$ cat config.mk
export PLATFORM = sky130hd
export DESIGN_NAME = pipe_stage_reg
export DESIGN_NICKNAME = d
export VERILOG_FILES = /design/src/rtl/pipe_pkg.sv /design/src/rtl/stall_counter.sv /design/src/rtl/pipe_stage_reg.sv
export SDC_FILE = /design/constraint.sdc
export NUM_CORES = 1
export LEC_CHECK = 0
export BUFFER_PORTS_ARGS = -buffer_cell sky130_fd_sc_hd__clkbuf_2
export CELL_PAD_IN_SITES_DETAIL_PLACEMENT = 1
export CELL_PAD_IN_SITES_GLOBAL_PLACEMENT = 1
export CORE_MARGIN = 2
export CORE_UTILIZATION = 40
export CTS_CLUSTER_SIZE = 10
export DETAILED_ROUTE_END_ITERATION = 7
export GPL_ROUTABILITY_DRIVEN = 1
export HOLD_SLACK_MARGIN = 0.15
export PLACE_DENSITY_LB_ADDON = 0.25
export REMOVE_ABC_BUFFERS = 1
export SLEW_MARGIN = 20
export SYNTH_ARGS = -nofsm -noshare
export SYNTH_HDL_FRONTEND = slang
export SYNTH_SLANG_ARGS = --single-unit
$ cat constraint.sdc
create_clock -name clk -period 1.9 [get_ports clk]
set_input_delay 0.19 -clock clk [delete_from_list [all_inputs] [get_ports clk]]
set_output_delay 0.19 -clock clk [all_outputs]
set_load 0.1 [all_outputs]
$ cat src/rtl/pipe_pkg.sv
// rtl/pipe_pkg.sv - shared skid-state encoding and per-stage default widths
package pipe_pkg;

  typedef enum logic [1:0] {
    EMPTY = 2'd0,
    ONE   = 2'd1,
    TWO   = 2'd2
  } skid_state_e;

  localparam int FD_DATA_W = 64;
  localparam int DE_DATA_W = 128;
  localparam int EM_DATA_W = 96;
  localparam int MW_DATA_W = 64;

  localparam int FD_CTRL_W = 1;
  localparam int DE_CTRL_W = 8;
  localparam int EM_CTRL_W = 4;
  localparam int MW_CTRL_W = 2;

  function automatic logic skid_full(input skid_state_e s);
    return s == TWO;
  endfunction

endpackage

$ cat src/rtl/stall_counter.sv
// rtl/stall_counter.sv - saturating event counter with synchronous clear
module stall_counter #(
  parameter int CNT_W = 16
) (
  input  logic             clk,
  input  logic             reset_n,
  input  logic             inc_i,
  input  logic             clr_i,
  output logic [CNT_W-1:0] cnt_o
);

  logic [CNT_W-1:0] cnt_q, cnt_d;

  always_comb begin
    cnt_d = cnt_q;
    if (clr_i) begin
      cnt_d = '0;
    end else if (inc_i && (cnt_q != {CNT_W{1'b1}})) begin
      cnt_d = cnt_q + 1'b1;
    end
  end

  always_ff @(posedge clk) begin
    if (!reset_n) begin
      cnt_q <= '0;
    end else begin
      cnt_q <= cnt_d;
    end
  end

  assign cnt_o = cnt_q;

endmodule

$ cat src/rtl/pipe_stage_reg.sv
// rtl/pipe_stage_reg.sv - elastic valid/ready pipeline stage with optional skid buffer
module pipe_stage_reg
  import pipe_pkg::*;
#(
  parameter int DATA_W = 32,
  parameter int CTRL_W = 8,
  parameter int SKID   = 1,
  parameter int CNT_W  = 16
) (
  input  logic              clk,
  input  logic              reset_n,
  input  logic              in_valid,
  output logic              in_ready,
  input  logic [CTRL_W-1:0] in_ctrl,
  input  logic [DATA_W-1:0] in_data,
  output logic              out_valid,
  input  logic              out_ready,
  output logic [CTRL_W-1:0] out_ctrl,
  output logic [DATA_W-1:0] out_data,
  input  logic              flush,
  output logic [CNT_W-1:0]  stall_cnt,
  input  logic              stall_clr
);

  logic in_ready_core;

  // Ready is forced high while reset is held so upstream never sees a stall from reset.
  assign in_ready = in_ready_core | ~reset_n;

  generate
    if (SKID != 0) begin : g_skid
      skid_state_e       state_q, state_d;
      logic [CTRL_W-1:0] main_ctrl_q, main_ctrl_d, skid_ctrl_q, skid_ctrl_d;
      logic [DATA_W-1:0] main_data_q, main_data_d, skid_data_q, skid_data_d;
      logic              ready_q;
      logic              in_xfer, out_xfer;

      assign in_xfer  = in_valid && ready_q;
      assign out_xfer = (state_q != EMPTY) && out_ready;

      always_comb begin
        state_d = state_q;
        if (flush) begin
          state_d = EMPTY;
        end else begin
          case (state_q)
            EMPTY:   if (in_xfer) state_d = ONE;
            ONE: begin
              if (in_xfer && !out_xfer)      state_d = TWO;
              else if (out_xfer && !in_xfer) state_d = EMPTY;
            end
            TWO:     if (out_xfer) state_d = ONE;
            default: state_d = EMPTY;
          endcase
        end
      end

      always_comb begin
        main_ctrl_d = main_ctrl_q;
        main_data_d = main_data_q;
        skid_ctrl_d = skid_ctrl_q;
        skid_data_d = skid_data_q;
        if (flush) begin
          main_ctrl_d = '0;
          skid_ctrl_d = '0;
        end else begin
          case (state_q)
            EMPTY: if (in_xfer) begin
              main_ctrl_d = in_ctrl;
              main_data_d = in_data;
            end
            ONE: begin
              if (in_xfer && !out_xfer) begin
                skid_ctrl_d = in_ctrl;
                skid_data_d = in_data;
              end else if (out_xfer && !in_xfer) begin
                main_ctrl_d = '0;
              end else if (in_xfer && out_xfer) begin
                main_ctrl_d = in_ctrl;
                main_data_d = in_data;
              end
            end
            TWO: if (out_xfer) begin
              main_ctrl_d = skid_ctrl_q;
              main_data_d = skid_data_q;
              skid_ctrl_d = '0;
            end
            default: begin
              main_ctrl_d = '0;
              skid_ctrl_d = '0;
            end
          endcase
        end
      end

      always_ff @(posedge clk) begin
        if (!reset_n) begin
          state_q     <= EMPTY;
          ready_q     <= 1'b1;
          main_ctrl_q <= '0;
          main_data_q <= '0;
          skid_ctrl_q <= '0;
          skid_data_q <= '0;
        end else begin
          state_q     <= state_d;
          ready_q     <= !skid_full(state_d);
          main_ctrl_q <= main_ctrl_d;
          main_data_q <= main_data_d;
          skid_ctrl_q <= skid_ctrl_d;
          skid_data_q <= skid_data_d;
        end
      end

      always_comb begin
        out_valid     = (state_q != EMPTY);
        out_ctrl      = main_ctrl_q;
        out_data      = main_data_q;
        in_ready_core = ready_q;
      end
    end else begin : g_single
      logic              valid_q, valid_d;
      logic [CTRL_W-1:0] ctrl_q, ctrl_d;
      logic [DATA_W-1:0] data_q, data_d;
      logic              in_xfer, out_xfer;

      assign in_ready_core = !valid_q || out_ready;
      assign in_xfer       = in_valid && in_ready_core;
      assign out_xfer      = valid_q && out_ready;

      always_comb begin
        valid_d = valid_q;
        ctrl_d  = ctrl_q;
        data_d  = data_q;
        if (flush) begin
          valid_d = 1'b0;
          ctrl_d  = '0;
        end else if (in_xfer) begin
          valid_d = 1'b1;
          ctrl_d  = in_ctrl;
          data_d  = in_data;
        end else if (out_xfer) begin
          valid_d = 1'b0;
          ctrl_d  = '0;
        end
      end

      always_ff @(posedge clk) begin
        if (!reset_n) begin
          valid_q <= 1'b0;
          ctrl_q  <= '0;
          data_q  <= '0;
        end else begin
          valid_q <= valid_d;
          ctrl_q  <= ctrl_d;
          data_q  <= data_d;
        end
      end

      assign out_valid = valid_q;
      assign out_ctrl  = ctrl_q;
      assign out_data  = data_q;
    end
  endgenerate

  stall_counter #(
    .CNT_W(CNT_W)
  ) u_stall_counter (
    .clk    (clk),
    .reset_n(reset_n),
    .inc_i  (out_valid && !out_ready),
    .clr_i  (stall_clr),
    .cnt_o  (stall_cnt)
  );

endmodule

==> flow_metrics.py, run 1 <==
metrics = {
    "sta": {
        "fin_setup_tns_ns": 0,
        "rsz0062_at_grt": "false",
        "hold_slack_ns": 0.163,
        "max_slew.worst_pin.slew_ns": 0.581,
        "hold_viol_final": 0,
        "max_freq_ghz": 0.566,
        "max-slew-margin-rel_pct": 61.3,
        "skew_ns": 0.00642,
        "fin_crit_sh_pct": 92.9,
        "fin_crit_ns": 1.77,
        "worst_slack_ns": 0.134,
        "finalMaxSlewViolations": 0,
        "finalSetupViolations": 0,
    },
    "pwr": {
        "max-vdd-ir-drop_uv": 394,
        "power.leakage_nw": 2.24,
        "p_per_area_nw_per_um2": 803,
    },
    "setup_path": {
        "cp-endpoint": "u_stall_counter.cnt_o[6]",
        "reg2regPathDepth": 5,
        "worst_r2r_startpoint": "u_stall_counter.cnt_o[0]",
        "critPathMaxFanout": 9,
        "worstPathRequired_ns": 2.16,
        "arrival_ns": 2.02,
        "start_kind": "flip-flop",
        "reg2reg_to": "u_stall_counter.cnt_o[6]",
        "cp-end-kind": "flip-flop",
        "reg2reg_slack_ns": 0.13,
        "critPathLaunch": "u_stall_counter.cnt_o[0]",
        "path_class": "reg2reg",
    },
    "global_route": {
        "grt_pass1_vias": 4298,
        "grt_antenna_before_repair": 0,
        "track_usage_pct": 20.1,
        "grt_start_max_net_pins": 97,
        "overflow": 0,
        "grt_pass1_wl_um": 20500,
    },
    "floorplanning": {
        "pin_count": 104,
        "start_util_pct": 40.5,
        "die_y_um": 111,
        "core_area_um2": 11300,
        "die_x_um": 111,
        "std_cell_rows": 39,
        "die_area_um2": 12300,
    },
    "logic_synthesis": {
        "ys_seq_elements": 99,
        "synth_cell_types": 49,
        "async_flop_share_pct": 0,
        "yosysWarnings": 0,
        "synth-seq-area-share_pct": 43.2,
        "syn_area_um2": 4590,
        "synth_area_leader_cell": "dfxtp_1",
        "syn_inst": 531,
        "synth_enable_flop_cells": 0,
        "ys.flop_type": "dfxtp_1",
        "syn_avg_cell_area_um2": 8.64,
        "synth_area_leaders": "dfxtp_1, nand2_1, mux2i_1",
        "synth_top_cell_area_share_pct": 43.2,
    },
    "place": {
        "dpl-instance-area_um2": 5300,
        "io_buffers": 103,
        "post-place-ws_ns": 0.0235,
        "gp_congestion": 0.792,
        "dpl.hpwl_um": 7880,
    },
    "clock_network": {
        "cts_made_buffers": 9,
        "clk_root_buffer_cell": "clkbuf_16",
        "clkTransAtPathRegs_ns": 0.07,
        "cts_tree": "yes",
        "cts.htree.levels": 3,
        "cts_setup_buffers": 0,
        "clock_path_buffers": 2,
        "insertion_delay_ns": 0.35,
        "clock-sinks": 99,
    },
    "drt": {
        "detail_route.vias_per_cell": 5.29,
        "vias": 4228,
        "dr.pass1.iters": 4,
        "drtIter0Drc": 199,
        "wirelength_um": 12300,
        "antenna_left": 0,
        "drc": 0,
        "wl_per_cell_um": 15.3,
    },
    "final_layout": {
        "most-common-layout-cells": "nand2_1, clkbuf_2, dfxtp_1",
        "mostFrequentLayoutCell": "nand2_1",
        "area_delta_synth_final_pct": 29.1,
        "fin_util_pct": 52.3,
        "drive_gt1_share_pct": 22.8,
        "n_antenna_cell": 0,
        "nets": 699,
        "fin_area_um2": 5920,
    },
    "worst_hold_path": {
        "hold_path_class": "in2reg",
    },
    "job": {
        "cap_viol_max_count": 0,
    },
    "run_status": {
        "outcome": "finished, final reports clean",
    },
}
cell families after synthesis:
logic type / synth area share (%)
flops: 43.2
fa+ha+maj: 0.273
compound gates: 18.9
mux: 9.16
xor+xnor: 0.191
simple gates: 24.0
buf+inv: 4.25
critical path: stages, from the launching register on:
cell     delay [ns]
dfxtp_2        0.36
ha_2           0.22
nand3_1        0.14
or2_4          0.30
or4_1          0.50
a21oi_1        0.16
metrics by stage:
| stage | cells | power (W) |
|---|---|---|
| after detailed placement | 751 | 0.00300 |
| after floorplan | 488 | 0.00278 |
| after global routing | 800 | 0.00495 |
| final | 800 | 0.00476 |
| after global placement | 751 | 0.00298 |
| after CTS | 800 | 0.00483 |
Yosys cell counts (2+ instances only):
cell type    n
a21boi_0    32
a21oi_1     18
a22oi_1      7
a2bb2oi_1    8
a31oi_1      3
and2_1      10
and3b_1      2
buf_1        2
buf_2       12
buf_4        2
clkbuf_1    27
dfxtp_1     99
inv_1        3
mux2i_1     42
nand2_1    115
nand2b_1    39
nand3_1      8
nand4_1      5
nor2_1      14
nor2b_1      4
nor3_1       2
o211ai_1    32
o21ai_0      3
o31ai_1      7
or3_1        3
or4_1        9
sequential cells by signal, indices dropped and copies added, names as in the netlist:
signal	count
g_skid.skid_ctrl_q	8
out_ctrl	8
u_stall_counter.cnt_o	16
g_skid.state_q	2
g_skid.skid_data_q	32
out_data	32
g_skid.ready_q	1
how the worst min path moves through the flow:
stage | cells past startpoint | to | start | slack, ns
2_1_floorplan | 1 | g_skid.ready_q | out_ready | 0.31
3_3_place_gp | 3 | g_skid.skid_data_q[22] | in_data[22] | 0.44
3_5_place_dp | 2 | out_data[6] | out_data[6] | 0.45
4_1_cts | 3 | out_ctrl[4] | in_ctrl[4] | 0.15
5_1_grt | 3 | out_ctrl[0] | in_ctrl[0] | 0.19
6_report | 3 | out_ctrl[4] | in_ctrl[4] | 0.16
where the power goes:
group	switching [W]	internal (W)	total (W)
clock network	0.000790	0.000964	0.00175
registers	0.0000321	0.00213	0.00216
logic	0.000599	0.000239	0.000838
total	0.00142	0.00334	0.00476
layout make-up:
| class | count | area, µm² |
|---|---|---|
| Clock buffer | 13 | 260 |
| Timing Repair Buffer | 153 | 1030 |
| Tap cell | 143 | 179 |
| Multi-Input combinational cell | 386 | 2440 |
| Clock inverter | 3 | 22.5 |
| Fill cell | 1396 | 5400 |
| Sequential cell | 99 | 1990 |
| Inverter | 3 | 11.3 |
layer usage:
metal / track usage (%) / up-vias / wire length [µm]
li1: - / 2106 / -
met2: 35.4 / 71 / 6170
met1: 24.5 / 2038 / 5500
met4: 6.58 / 0 / 204
met5: 0 / - / 0
met3: 4.26 / 13 / 397
repair_timing:
item / 4_1_cts / 5_1_grt
endpoints found under the hold margin: 33 / 0
resized for setup: 0 / 8
hold buffers: 33 / 0
endpoints found under the setup margin: 0 / 14
No activity file was read; power rests on OpenSTA's default activity.
==> run 2, diff against run 1 <==
Settings changed: ABC_AREA from default to 1, CORE_UTILIZATION 40 to 37, TNS_END_PERCENT from default to 50.
==> flow_metrics.py, run 2 <==
metrics = {
    "global_route": {
        "grt_pass1_wl_um": 21600,
        "grt_start_max_net_pins": 65,
        "grt_antenna_before_repair": 0,
        "grt_pass1_vias": 4813,
        "overflow": 0,
        "track_usage_pct": 20.1,
    },
    "logic_synthesis": {
        "syn_avg_cell_area_um2": 6.57,
        "async_flop_share_pct": 0,
        "synth_common_cells": "nand2_1, nor2_1, dfxtp_1",
        "synth_top_cell_area_share_pct": 43.3,
        "syn_inst": 697,
        "synth_cell_types": 27,
        "yosysWarnings": 0,
        "synth_enable_flop_cells": 0,
        "syn_area_um2": 4580,
        "synth-seq-area-share_pct": 43.3,
        "synth_area_leader_cell": "dfxtp_1",
        "synth.most_common_cell": "nand2_1",
        "synth_area_leaders": "dfxtp_1, nand2_1, nor2_1",
        "ys.flop_type": "dfxtp_1",
        "ys_seq_elements": 99,
    },
    "sta": {
        "hold_viol_final": 0,
        "rsz0062_at_grt": "false",
        "fin_crit_sh_pct": 93.7,
        "max-slew-margin-rel_pct": 61.4,
        "skew_ns": 0.00375,
        "max_slew.worst_pin.slew_ns": 0.579,
        "fin_crit_ns": 1.78,
        "worst_slack_ns": 0.120,
        "max_freq_ghz": 0.562,
        "finalMaxSlewViolations": 0,
        "fin_setup_tns_ns": 0,
        "finalSetupViolations": 0,
    },
    "clock_network": {
        "clock-sinks": 99,
        "clkTransAtPathRegs_ns": 0.06,
        "cts_made_buffers": 9,
        "clock_path_buffers": 2,
        "clk_root_buffer_cell": "clkbuf_16",
        "insertion_delay_ns": 0.35,
        "cts_tree": "yes",
        "cts.htree.levels": 3,
    },
    "drt": {
        "dr.pass1.iters": 4,
        "vias": 4698,
        "wl_per_cell_um": 12.9,
        "drc": 0,
        "detail_route.vias_per_cell": 4.82,
        "drtIter0Drc": 196,
        "wirelength_um": 12600,
        "antenna_left": 0,
    },
    "pwr": {
        "finalPower_w": 0.00505,
        "p_per_area_nw_per_um2": 884,
        "max-vdd-ir-drop_uv": 366,
        "power.leakage_nw": 2.66,
    },
    "final_layout": {
        "fin_area_um2": 5710,
        "instances_no_fill": 975,
        "drive_gt1_share_pct": 16.7,
        "mostFrequentLayoutCell": "nand2_1",
        "multi_input_area_um2": 2100,
        "area_delta_synth_final_pct": 24.6,
        "fillers": 1630,
        "n_antenna_cell": 0,
        "nets": 850,
        "ff_latch_area_um2": 1980,
        "most-common-layout-cells": "nand2_1, nor2_1, clkbuf_2",
    },
    "setup_path": {
        "reg2regPathDepth": 9,
        "max_stage_delay_ns": 0.39,
        "worst_r2r_startpoint": "g_skid.state_q[1]",
        "crit_chain": "nor2_4 -> nor2_2 -> nand2_2 -> nand2_4 -> nor3_4 -> buf_12 -> nand2_1 -> nand2_1 -> nor2_1",
        "reg2reg_slack_ns": 0.12,
        "cp-end-kind": "flip-flop",
        "critPathMaxFanout": 34,
        "worstPathRequired_ns": 2.15,
        "arrival_ns": 2.03,
        "crit_path_frequent_cell": "nand2_1",
        "path_class": "reg2reg",
        "start_kind": "flip-flop",
        "cpMaxStageDelayCell": "dfxtp_1",
        "reg2reg_to": "out_data[19]",
        "path_delay_family": "simple AND/OR/NAND/NOR gates",
        "crit_buf_inv": 1,
        "critical_path_cell_count": 9,
    },
    "floorplanning": {
        "pin_count": 104,
        "die_area_um2": 13300,
        "die_x_um": 115,
        "start_util_pct": 38.0,
        "core_area_um2": 12100,
        "die_y_um": 115,
        "std_cell_rows": 40,
    },
    "place": {
        "post-place-ws_ns": 0.0252,
        "io_buffers": 103,
        "gp_congestion": 0.839,
        "dpl.hpwl_um": 8820,
        "dpl-instance-area_um2": 5260,
        "dp_cells": 946,
    },
    "worst_hold_path": {
        "hold_depth": 3,
        "hold_path_class": "in2reg",
        "hold_path.startpoint": "in_data[8]",
        "hold_end": "g_skid.skid_data_q[8]",
    },
    "job": {
        "cap_viol_max_count": 0,
    },
    "run_status": {
        "outcome": "finished, final reports clean",
    },
}
==> run 2: cell types whose count changed in the layout (fill, tap and decap cells not counted), sizes merged, moves of 39 or more <==
cell,change
nand2b,-39
inv,+88
nand2,+82
o21ai,+68
mux2i,-42
nor2,+100
==> run 2: what timing repair did <==
item | in CTS | in global routing
endpoints found under the setup margin | 0 | 22
hold buffers | 14 | 0
buffers inserted | 0 | 0
resized for setup | 0 | 3
hold endpoints to repair | 14 | 0
==> run 2: worst max-delay path by stage <==
stage / startpoint / end
2_1_floorplan: u_stall_counter.cnt_o[0] / u_stall_counter.cnt_o[12]
3_3_place_gp: u_stall_counter.cnt_o[1] / u_stall_counter.cnt_o[0]
3_5_place_dp: g_skid.state_q[0] / g_skid.skid_ctrl_q[0]
4_1_cts: g_skid.state_q[0] / g_skid.skid_ctrl_q[0]
5_1_grt: g_skid.state_q[0] / g_skid.skid_ctrl_q[2]
6_report: g_skid.state_q[1] / out_data[19]
==> run 2: power by group <==
part	internal, W	switching (W)	total (W)
logic	0.000217	0.000765	0.000982
clock network	0.00109	0.000785	0.00187
registers	0.00215	0.0000400	0.00219
total	0.00346	0.00159	0.00505
==> run 2: stage by stage <==
stage                     util, %  hold WS [ns]
after floorplan                 -         0.310
after CTS                    47.2         0.152
after detailed placement     43.6         0.441
after global placement       43.6         0.431
after global routing         47.3         0.172
final                        47.3         0.155
==> run 2: worst register-to-register path, cell delays in order, from the launching register on <==
cell	delay [ns]
dfxtp_1	0.39
nor2_4	0.27
nor2_2	0.12
nand2_2	0.10
nand2_4	0.11
nor3_4	0.25
buf_12	0.23
nand2_1	0.09
nand2_1	0.08
nor2_1	0.04
==> run 2: cell families (layout without fill, tap and decap cells) <==
family / Yosys count / in the layout / share of synthesized area, %
DFF: 99 / 99 / 43.3
adders and majority gates: 1 / 1 / 0.273
buffers and inverters: 122 / 232 / 11.3
xor gates and xnor gates: 7 / 7 / 1.34
AOI/OAI and AO/OA: 127 / 127 / 14.0
and+or+nand+nor: 341 / 341 / 29.8
==> run 2: metal layers <==
layer	global-route usage [%]	share of wire (%)	routed length (µm)
met5	0	0	0
met4	8.76	2.1	268
met3	4.59	4.5	572
met2	35.1	49	6230
met1	23.6	44	5550
==> run 2: area by class of cell <==
| type | count | share of cell area (%) |
|---|---|---|
| multi-input cells | 476 | 36.7 |
| flip-flops and latches | 99 | 34.7 |
| repair buffers | 125 | 13.7 |
| inverters | 92 | 6.05 |
| clock buffers | 13 | 4.56 |
| well taps | 168 | 3.68 |
| clock inverters | 2 | 0.614 |
==> run 3, diff against run 2 <==
Settings changed: CORE_UTILIZATION 37 to 40.
Clock period 1.9 ns to 2.25 ns, I/O delays scaled along.
==> flow_metrics.py, run 3 (synthesis gave the netlist of run 2 again) <==
metrics = {
    "setup_path": {
        "path_delay_family": "simple AND/OR/NAND/NOR gates",
        "reg2reg_slack_ns": 0.32,
        "reg2regPathDepth": 10,
        "critPathLaunch": "u_stall_counter.cnt_o[0]",
        "cpMaxStageDelayCell": "dfxtp_1",
        "critical_path_cell_count": 10,
        "crit_path_frequent_cell": "nor2_1",
        "critPathMaxFanout": 18,
        "reg2reg_to": "u_stall_counter.cnt_o[14]",
        "start_kind": "flip-flop",
        "crit_buf_inv": 1,
        "max_stage_delay_ns": 0.37,
        "cp-endpoint": "u_stall_counter.cnt_o[14]",
        "arrival_ns": 2.17,
        "worst_r2r_startpoint": "u_stall_counter.cnt_o[0]",
        "crit_chain": "ha_1 -> nand2_1 -> nor2_1 -> nand2_1 -> nor2_1 -> nor2_1 -> buf_4 -> nand3_1 -> nand2_1 -> nor2_1",
        "cp-end-kind": "flip-flop",
        "worstPathRequired_ns": 2.49,
        "path_class": "reg2reg",
    },
    "global_route": {
        "track_usage_pct": 20.5,
        "grt_antenna_before_repair": 0,
        "grt_pass1_wl_um": 20900,
        "grt_pass1_vias": 4542,
        "grt_start_max_net_pins": 65,
        "overflow": 0,
    },
    "floorplanning": {
        "core_area_um2": 11300,
        "pin_count": 104,
        "die_x_um": 111,
        "std_cell_rows": 39,
        "die_area_um2": 12300,
        "die_y_um": 111,
        "start_util_pct": 40.5,
    },
    "sta": {
        "fin_crit_ns": 1.93,
        "max-slew-margin-rel_pct": 59.6,
        "finalSetupViolations": 0,
        "skew_ns": 0.00366,
        "fin_crit_sh_pct": 85.8,
        "finalMaxSlewViolations": 0,
        "rsz0062_at_grt": "false",
        "max_freq_ghz": 0.518,
        "hold_slack_ns": 0.162,
        "max_slew.worst_pin.slew_ns": 0.606,
        "hold_viol_final": 0,
    },
    "pwr": {
        "pwr-share-comb_pct": 18.6,
        "power.leakage_nw": 2.60,
        "switching_share_pct": 31.7,
        "pwr-share-seq_pct": 43.2,
        "p_per_area_nw_per_um2": 776,
        "clockPowerShare_pct": 38.2,
        "p_int_w": 0.00293,
        "max-vdd-ir-drop_uv": 410,
        "switchingPower_w": 0.00136,
    },
    "final_layout": {
        "instances_no_fill": 937,
        "most-common-layout-cells": "nand2_1, nor2_1, clkbuf_2",
        "mostFrequentLayoutCell": "nand2_1",
        "nets": 836,
        "n_antenna_cell": 0,
        "area_delta_synth_final_pct": 20.5,
        "fillers": 1561,
        "drive_gt1_share_pct": 17.0,
        "fin_util_pct": 48.8,
    },
    "clock_network": {
        "cts.htree.levels": 3,
        "cts_made_buffers": 9,
        "cts_setup_buffers": 0,
        "clock-sinks": 99,
        "clkTransAtPathRegs_ns": 0.07,
        "clk_root_buffer_cell": "clkbuf_16",
        "cts_tree": "yes",
        "clock_path_buffers": 2,
        "cts_resized": 0,
        "insertion_delay_ns": 0.35,
    },
    "drt": {
        "routed-wl-met3_um": 457,
        "dr.pass1.iters": 4,
        "antenna_left": 0,
        "wl_per_cell_um": 13.2,
        "met2_wirelength_um": 6150,
        "drc": 0,
        "wl_met1_um": 5570,
        "wirelength_um": 12400,
        "detail_route.vias_per_cell": 4.89,
        "drtIter0Drc": 143,
        "dr.max_layer_used": "met4",
        "vias": 4579,
    },
    "place": {
        "io_buffers": 103,
        "dp_cells": 920,
        "gp_congestion": 0.793,
        "dpl.hpwl_um": 8490,
    },
    "job": {
        "cap_viol_max_count": 0,
    },
    "worst_hold_path": {
        "hold_path_class": "in2reg",
        "hold_path.startpoint": "in_ctrl[5]",
    },
    "run_status": {
        "outcome": "finished, final reports clean",
    },
}
==> run 3: area by class of cell <==
type | instances | area (µm²) | area share, %
multi-input cells | 476 | 2080 | 37.7
well taps | 143 | 179 | 3.24
clock inverters | 4 | 47.5 | 0.861
repair buffers | 111 | 618 | 11.2
clock buffers | 12 | 267 | 4.83
flip-flops and latches | 99 | 1980 | 35.9
inverters | 92 | 345 | 6.25
==> run 3: through the flow <==
step                power [W]  setup TNS [ns]  worst slack [ns]  area, µm²
finish                0.00429               0             0.320       5520
global route          0.00447               0             0.129       5520
CTS                   0.00434               0             0.312       5520
detailed placement    0.00269               0             0.406       5200
global placement      0.00267               0             0.530       5200
floorplan             0.00250           -3.23            -0.238       4410
==> run 3: tightest hold or removal path, delay by kind of cell <==
| family | cells | cell delay (ns) |
|---|---|---|
| AO/OA/AOI/OAI | 1 | 0.06 |
| AND/OR/NAND/NOR | 1 | 0.08 |
| buffers and inverters | 1 | 0.10 |
==> run 3: how the worst min path moves through the flow <==
stage                                   endpoint  cells after the start
after floorplan                      out_data[0]                      2
after global placement    g_skid.skid_data_q[31]                      2
after detailed placement  g_skid.skid_data_q[21]                      2
after CTS                  g_skid.skid_ctrl_q[5]                      3
after global routing       g_skid.skid_ctrl_q[5]                      3
final                      g_skid.skid_ctrl_q[5]                      3
==> run 3: power groups by stage <==
stage	logic, W	registers [W]	clock network, W
after global routing	0.000861	0.00186	0.00175
after global placement	0.000780	0.00189	0
after detailed placement	0.000802	0.00189	0
after floorplan	0.000228	0.00227	0
after CTS	0.000807	0.00185	0.00168
final	0.000799	0.00185	0.00164
==> run 3: layer usage <==
metal	up-vias	global-route usage, %
li1	2329	-
met1	2156	24.5
met2	76	36.4
met3	18	3.94
met4	0	8.07
met5	-	0
==> run 3: timing repair <==
item,CTS,global route
hold buffers,1,0
endpoints found under the setup margin,0,0
endpoints found under the hold margin,1,0
